--- src/rtl/fifo_pkg.sv ---
// Shared definitions for the FIFO read-side stream adapter: default width,
// skid-buffer state encoding and a width helper for the beat counter.
package fifo_pkg;

    localparam int FIFO_WIDTH = 8;

    typedef enum logic [1:0] {
        S_EMPTY = 2'd0,
        S_ONE   = 2'd1,
        S_TWO   = 2'd2
    } skid_state_t;

    // Ceiling log2, clamped to at least 1 so a 1-beat packet still gets a counter bit.
    function automatic int clog2_min1(input int n);
        int w;
        w = 1;
        for (int i = 1; i < 31; i++) begin
            if ((1 << i) < n) begin
                w = i + 1;
            end
        end
        return w;
    endfunction

endpackage

--- src/rtl/skid_buf_2.sv ---
// Two-entry skid buffer: captures the word returned by the previous pop and
// presents the oldest stored word at the head until the consumer drains it.
module skid_buf_2
    import fifo_pkg::*;
#(
    parameter int WIDTH = FIFO_WIDTH
) (
    input  logic             clk,
    input  logic             rst,
    input  logic             wr_en,
    input  logic [WIDTH-1:0] wr_data,
    input  logic             drain,
    output logic [1:0]       occ,
    output logic [WIDTH-1:0] head,
    output logic             valid
);

    skid_state_t      state_reg, state_next;
    logic [WIDTH-1:0] head_reg, head_next;
    logic [WIDTH-1:0] tail_reg, tail_next;

    always_ff @(posedge clk) begin
        if (rst) begin
            state_reg <= S_EMPTY;
            head_reg  <= '0;
            tail_reg  <= '0;
        end else begin
            state_reg <= state_next;
            head_reg  <= head_next;
            tail_reg  <= tail_next;
        end
    end

    always_comb begin
        state_next = state_reg;
        head_next  = head_reg;
        tail_next  = tail_reg;
        unique case (state_reg)
            S_EMPTY: begin
                if (wr_en) begin
                    head_next  = wr_data;
                    state_next = S_ONE;
                end
            end
            S_ONE: begin
                if (wr_en && drain) begin
                    head_next = wr_data;
                end else if (wr_en) begin
                    tail_next  = wr_data;
                    state_next = S_TWO;
                end else if (drain) begin
                    state_next = S_EMPTY;
                end
            end
            S_TWO: begin
                // The pop gate upstream guarantees no capture arrives here without a drain.
                if (drain) begin
                    head_next = tail_reg;
                    if (wr_en) begin
                        tail_next = wr_data;
                    end else begin
                        state_next = S_ONE;
                    end
                end
            end
            default: begin
                state_next = S_EMPTY;
            end
        endcase
    end

    assign occ   = state_reg;
    assign head  = head_reg;
    assign valid = (state_reg != S_EMPTY);

endmodule

--- src/rtl/fifo_rd_stream_adapter.sv ---
// Read-domain consumer of the dual-clock FIFO: pops words into a skid buffer,
// streams them out valid/ready with fixed-length framing, counts pops, latches errors.
module fifo_rd_stream_adapter
    import fifo_pkg::*;
#(
    parameter int WIDTH     = FIFO_WIDTH,
    parameter int PKT_LEN   = 4,
    parameter int CNT_WIDTH = 16
) (
    input  logic                 rd_clk,
    input  logic                 rst,
    input  logic                 fifo_empty,
    input  logic [WIDTH-1:0]     fifo_rdata,
    input  logic                 fifo_rd_error,
    output logic                 fifo_rd_en,
    output logic                 m_valid,
    input  logic                 m_ready,
    output logic [WIDTH-1:0]     m_data,
    output logic                 m_last,
    output logic                 err,
    output logic [CNT_WIDTH-1:0] word_cnt
);

    localparam int                BEAT_W    = clog2_min1(PKT_LEN);
    localparam logic [BEAT_W-1:0] LAST_BEAT = BEAT_W'(PKT_LEN - 1);

    logic                 inflight_reg;
    logic [BEAT_W-1:0]    beat_cnt_reg, beat_cnt_next;
    logic [CNT_WIDTH-1:0] word_cnt_reg;
    logic                 err_reg;
    logic                 drain;
    logic [1:0]           occ;
    logic [2:0]           commit;

    assign drain = m_valid & m_ready;

    // Words already owed to the buffer after this edge; pop only if one slot stays free.
    assign commit     = {1'b0, occ} + {2'b00, inflight_reg} - {2'b00, drain};
    assign fifo_rd_en = !rst && !fifo_empty && (commit < 3'd2);

    skid_buf_2 #(
        .WIDTH(WIDTH)
    ) u_skid (
        .clk    (rd_clk),
        .rst    (rst),
        .wr_en  (inflight_reg),
        .wr_data(fifo_rdata),
        .drain  (drain),
        .occ    (occ),
        .head   (m_data),
        .valid  (m_valid)
    );

    always_comb begin
        beat_cnt_next = beat_cnt_reg;
        if (drain) begin
            beat_cnt_next = (beat_cnt_reg == LAST_BEAT) ? '0 : beat_cnt_reg + 1'b1;
        end
    end

    always_ff @(posedge rd_clk) begin
        if (rst) begin
            inflight_reg <= 1'b0;
            beat_cnt_reg <= '0;
            word_cnt_reg <= '0;
            err_reg      <= 1'b0;
        end else begin
            inflight_reg <= fifo_rd_en;
            beat_cnt_reg <= beat_cnt_next;
            if (fifo_rd_en) begin
                word_cnt_reg <= word_cnt_reg + 1'b1;
            end
            if (fifo_rd_error) begin
                err_reg <= 1'b1;
            end
        end
    end

    assign m_last   = m_valid & (beat_cnt_reg == LAST_BEAT);
    assign err      = err_reg;
    assign word_cnt = word_cnt_reg;

endmodule
--- config.mk ---
export PLATFORM = sky130hd
export DESIGN_NAME = fifo_rd_stream_adapter
export DESIGN_NICKNAME = d
export VERILOG_FILES = /design/src/rtl/fifo_pkg.sv /design/src/rtl/skid_buf_2.sv /design/src/rtl/fifo_rd_stream_adapter.sv
export SDC_FILE = /design/constraint.sdc
export NUM_CORES = 1
export LEC_CHECK = 0
export CAP_MARGIN = 20
export CELL_PAD_IN_SITES_DETAIL_PLACEMENT = 1
export CELL_PAD_IN_SITES_GLOBAL_PLACEMENT = 1
export CORE_UTILIZATION = 39
export CTS_CLUSTER_DIAMETER = 80
export CTS_CLUSTER_SIZE = 40
export DETAILED_ROUTE_END_ITERATION = 12
export PLACE_DENSITY_LB_ADDON = 0.1
export SLEW_MARGIN = 20
export SYNTH_ARGS = -nofsm -noshare
export SYNTH_HDL_FRONTEND = slang
export SYNTH_SLANG_ARGS = --single-unit
--- constraint.sdc ---
create_clock -name rd_clk -period 6.6 [get_ports rd_clk]
set_input_delay 1.32 -clock rd_clk [delete_from_list [all_inputs] [get_ports rd_clk]]
set_output_delay 1.32 -clock rd_clk [all_outputs]
set_load 0.005 [all_outputs]
=== Yosys cells after proc, flatten, opt, wreduce, memory -nomap -nowiden ===
Index checks and enable logic that the tools add are counted.

* Logic and storage cells: 51
* Input bits: 13
* Flip-flop bits (word level): 38
* Output and inout bits: 28

* Eq/ne operators: 9
* Add/sub/neg operators: 4
* Reduce and logical (&&, ||, !) cells: 12
* Multiplexer cells: 16
* Bitwise operators: 2
* Order comparisons: 1

{| class="wikitable"
|+ Operators with widths
! operator !! number
|-
| $mux W8 || 6
|-
| $pmux W8 S3 || 1
|-
| $add A16 B1 Y16 const B || 1
|-
| $pmux W8 S2 || 1
|-
| $mux W2 || 7
|-
| $ne A2 B2 Y1 const B || 4
|-
| $pmux W2 S3 || 1
|-
| $reduce_and A5 Y1 || 1
|-
| $eq A2 B2 Y1 const B || 2
|-
| $reduce_and A4 Y1 || 1
|-
| $reduce_bool A2 Y1 || 2
|-
| $add A2 B1 Y3 || 1
|-
| $logic_and A1 B1 Y1 || 3
|-
| $lt A3 B2 Y1 const B || 1
|-
| $ne A3 B3 Y1 const B || 1
|-
| $reduce_and A3 Y1 || 1
|-
| $reduce_bool A3 Y1 || 1
|-
| $sub A3 B1 Y3 || 1
|-
| $add A2 B1 Y2 const B || 1
|-
| $and A1 B1 Y1 || 2
|-
| $eq A2 B1 Y1 const B || 1
|-
| $logic_not A1 Y1 || 2
|-
| $logic_not A2 Y1 || 1
|-
| $ne A2 B1 Y1 const B || 1
|}

=== Depth between registers and ports, before layout ===
* Depth in word-level cells: 6
* Depth in mapped cells: 9
* Mapped depth without buffers: 7

=== Modules after synthesis ===
Synthesis repeated with hierarchy kept, for this count alone.

* Cells, all modules: 199
* Area, all modules: 1885.6 um^2

{| class="wikitable"
|+ Modules (own cells, without submodules)
! module !! area each (um^2) !! instances !! cells each !! sequential area each (um^2)
|-
| fifo_rd_stream_adapter || 963.4 || 1 || 108 || 400.4
|-
| skid_buf_2 || 922.1 || 1 || 91 || 360.3
|}

=== Worst setup path after synthesis ===
OpenSTA, ideal clock, no wires.

* Kind: input to output
* Start: in m_ready
* End: out fifo_rd_en
* Buffers on the path: 1
* Stages: 6
* Path slack: 2.566 ns
* Arrival time: 2.714 ns
* Data required time: 5.280 ns
* Cell sequence: and3b_1 o21ai_0 fa_1 nor3b_4 and2_1 clkbuf_1

* Cells in the longest elaborated chain, start to end: 4

{| class="wikitable"
|+ Ends and longest elaborated chain
! what !! RTL line !! source
|-
| start: declaration || fifo_rd_stream_adapter.sv:17 || <nowiki>input logic m_ready,</nowiki>
|-
| $and A1 B1 Y1 || fifo_rd_stream_adapter.sv:35 || <nowiki>assign drain = m_valid & m_ready;</nowiki>
|-
| $sub A3 B1 Y3 || fifo_rd_stream_adapter.sv:38 || <nowiki>assign commit = {1'b0, occ} + {2'b00, inflight_reg} - {2'b00, drain};</nowiki>
|-
| $lt A3 B2 Y1 || fifo_rd_stream_adapter.sv:39 || <nowiki>assign fifo_rd_en = !rst && !fifo_empty && (commit < 3'd2);</nowiki>
|-
| $logic_and A1 B1 Y1 || fifo_rd_stream_adapter.sv:39 ||
|-
| end: declaration || fifo_rd_stream_adapter.sv:15 || <nowiki>output logic fifo_rd_en,</nowiki>
|}

No other way between the ends.

=== Final worst setup path ===
Same ends and word-level chain as after synthesis.

==> impl_metrics.yaml <==
logic_synthesis:
  async_reset_ff_share_pct: 0
  yosys_warnings: 0
  synth_seq_cells: 38
  ys_types: 36
  synth_edf_count: 0
  syn_avg_cell_area_um2: 9.17
  ys_seq_area_share_pct: 43.9
  syn_nets: 205
  synthCells: 189
  synth_area_mm2: 0.00173
  ys.flop_type: "dfxtp_1"
sta:
  worstMarginPinSlew_ps: 649
  post-route-period-util_pct: 79.8
  clock.fmax_mhz: 190
  slew_headroom_pct: 56.5
  skew_ps: 4.78
  finalSetupViolCount: 0
  finalHoldViolCount: 0
  fin_ws_ps: 1330
  post-route-min-period_ps: 5270
  slew_viol_final: 0
  setup_tns_ps: 0
  grt_setup_unrepaired: "false"
job:
  maxCapViolations: 0
cells_and_area:
  area_growth_pct: 30.5
  largest_reg_flops: 16
  diodes: 0
  layout.nets: 243
  n_fill_cell: 492
  final-seq-area_um2: 761
  multi_input_area_um2: 931
  final_cell_mix: "clkdlybuf4s50_1, dfxtp_1, nor2_1, mux2i_1, o21ai_0"
  final_common_cell: "clkdlybuf4s50_1"
  drive_gt1_share_pct: 5.70
critical_path:
  cp.depth: 7
  critPathMaxFanout: 8
  critical_path_arrival_ps: 3950
  critPathTopFamily: "buffers and inverters"
  cp_num_buf_inv: 2
  reg2reg_to: "word_cnt[15]$_SDFFE_PP0P_"
  rr_worst_depth: 7
  cpMostUsedCell: "clkdlybuf4s50_1"
  cp.required_ps: 5280
  path_class: "input port to output pin"
  critPathSlowestCell: "clkdlybuf4s50_1"
  timing.rr.start: "u_skid.occ[1]$_SDFFE_PP0P_"
  end_kind: "output pin"
  cp_slowest_stage_delay_ps: 620
  crit_chain: "clkdlybuf4s50_1 -> and3b_1 -> o21ai_0 -> fa_1 -> nor3b_4 -> and2_1 -> clkdlybuf4s50_1"
  critPathLaunchType: "input port"
  r2r_slack_ps: 3320
power_and_ir_drop:
  cell_internal_pwr_uw: 354
  combPwrFrac_pct: 12.0
  power_density_mw_per_mm2: 205
  vdd_drop_max_v: 0.0000910
  p_switching_uw: 110
  p_seq_share_pct: 52.7
  clkPwrFrac_pct: 35.3
  power_leakage_nw: 0.917
  switching_share_pct: 23.8
clock_tree:
  cts.repair.resized: 0
  cts_sinks: 38
  postCtsHoldBufs: 0
  clock_path_buffers: 2
  insertion_delay_ps: 290
  cts-root-buf: "clkbuf_8"
  cts_tree: "built"
  cts_setup_buffers: 0
  cts_htree_levels: 2
  cts_made_buffers: 5
  path_clk_slew_ps: 70
floorplanning:
  die_h_um: 68.7
  core_mm2: 0.00414
  die-area_mm2: 0.00471
  initial_core_util_pct: 41.8
  pin_count: 41
  die_w_um: 68.7
  num_rows: 23
route:
  drcViolationCount: 0
  first_pass_iters: 3
  dr.first_iter.drc_count: 44
  viasPerCell: 5.36
  wirelength_um: 4160
  via_count: 1489
  antenna_left: 0
  wl_per_cell_um: 14.9
grt:
  grt_pass1_wl_um: 6740
  grt_overflow: 0
  track_usage_pct: 19.9
  grt_pass1_vias: 1554
  antenna_found_initial: 0
  grt_max_degree: 42
worst_hold_path:
  holdPathStages: 2
  worstHoldStart: "err$_SDFFE_PP0P_"
  hold_path.class: "flip-flop to flip-flop"
  worst_hold_path.endpoint: "err$_SDFFE_PP0P_"
place:
  io_buffers: 40
  preCtsSetupSlack_ps: 1330
  hpwl_um: 3040
  gp_congestion: 0.877
run_status:
  outcome: "finished clean"
-- final cells by class --
| cell class | count | area share, % |
|---|---|---|
| multi-input cells | 139 | 41.2 |
| clock buffers | 7 | 3.82 |
| repair buffers | 41 | 18.0 |
| flip-flops and latches | 38 | 33.6 |
| well taps | 50 | 2.77 |
| clock inverters | 1 | 0.221 |
| inverters | 2 | 0.332 |
-- Yosys cell counts (all sizes together) (3+ instances only) --
| library cell | count | area [um^2] |
|---|---|---|
| o21ai | 11 | 58.8 |
| nand2 | 6 | 22.5 |
| nor2b | 6 | 37.5 |
| buf | 4 | 17.5 |
| nand4 | 3 | 18.8 |
| xor2 | 4 | 35.0 |
| xnor2 | 4 | 35.0 |
| or3 | 5 | 31.3 |
| clkbuf | 6 | 22.5 |
| and4 | 3 | 26.3 |
| mux2i | 20 | 200 |
| nor2 | 32 | 120 |
| a211oi | 8 | 60.1 |
| dfxtp | 38 | 761 |
| nand3 | 6 | 30.0 |
| a21oi | 9 | 45.0 |
| and2 | 3 | 18.8 |
-- logic make-up (layout without fill, tap and decap cells) --
family	after synthesis	after routing	synth area share, %
compound gates	30	30	10.5
xor+xnor	8	8	4.04
fa+ha+maj	3	3	2.60
buf+inv	12	51	2.74
flops	38	38	43.9
mux	21	21	12.2
simple gates	77	77	24.0
-- power by group through the flow --
stage	clock network, mW	logic, mW	registers, mW
after detailed placement	0	0.0558	0.250
after floorplan	0	0.0268	0.249
after global routing	0.178	0.0616	0.246
after CTS	0.170	0.0561	0.245
final	0.164	0.0555	0.245
after global placement	0	0.0534	0.249
-- through the flow --
| stage | hold WS, ps | area (um^2) | utilization (%) | power, mW | std cells |
|---|---|---|---|---|---|
| floorplan | 461 | 1730 | - | 0.276 | 189 |
| global placement | 449 | 2160 | 52.2 | 0.303 | 270 |
| detailed placement | 464 | 2160 | 52.2 | 0.306 | 270 |
| CTS | 481 | 2250 | 54.4 | 0.471 | 278 |
| global route | 506 | 2260 | 54.6 | 0.485 | 278 |
| finish | 473 | 2260 | 54.6 | 0.464 | 278 |
-- routing by layer --
layer  routed length (um)  global-route usage (%)  up-vias
li1                     -                       -      743
met1                 1780                    19.6      711
met2                 2110                    37.5       29
met3                  202                    6.25        6
met4                   64                    8.59        0
met5                    0                       0        -
-- worst min-delay path, delay by kind of cell, from the launching register on --
kind	cells	cell delay, ps
DFF	1	330
and+or+nand+nor	2	120
-- worst max path at each step --
stage          startpoint          to  slack [ps]
4_1_cts           m_ready  fifo_rd_en        1340
5_1_grt           m_ready  fifo_rd_en        1170
3_3_place_gp      m_ready  fifo_rd_en        1430
2_1_floorplan     m_ready  fifo_rd_en        2570
6_report          m_ready  fifo_rd_en        1330
3_5_place_dp      m_ready  fifo_rd_en        1330
Note: power is estimated with default switching activity, not from simulation.
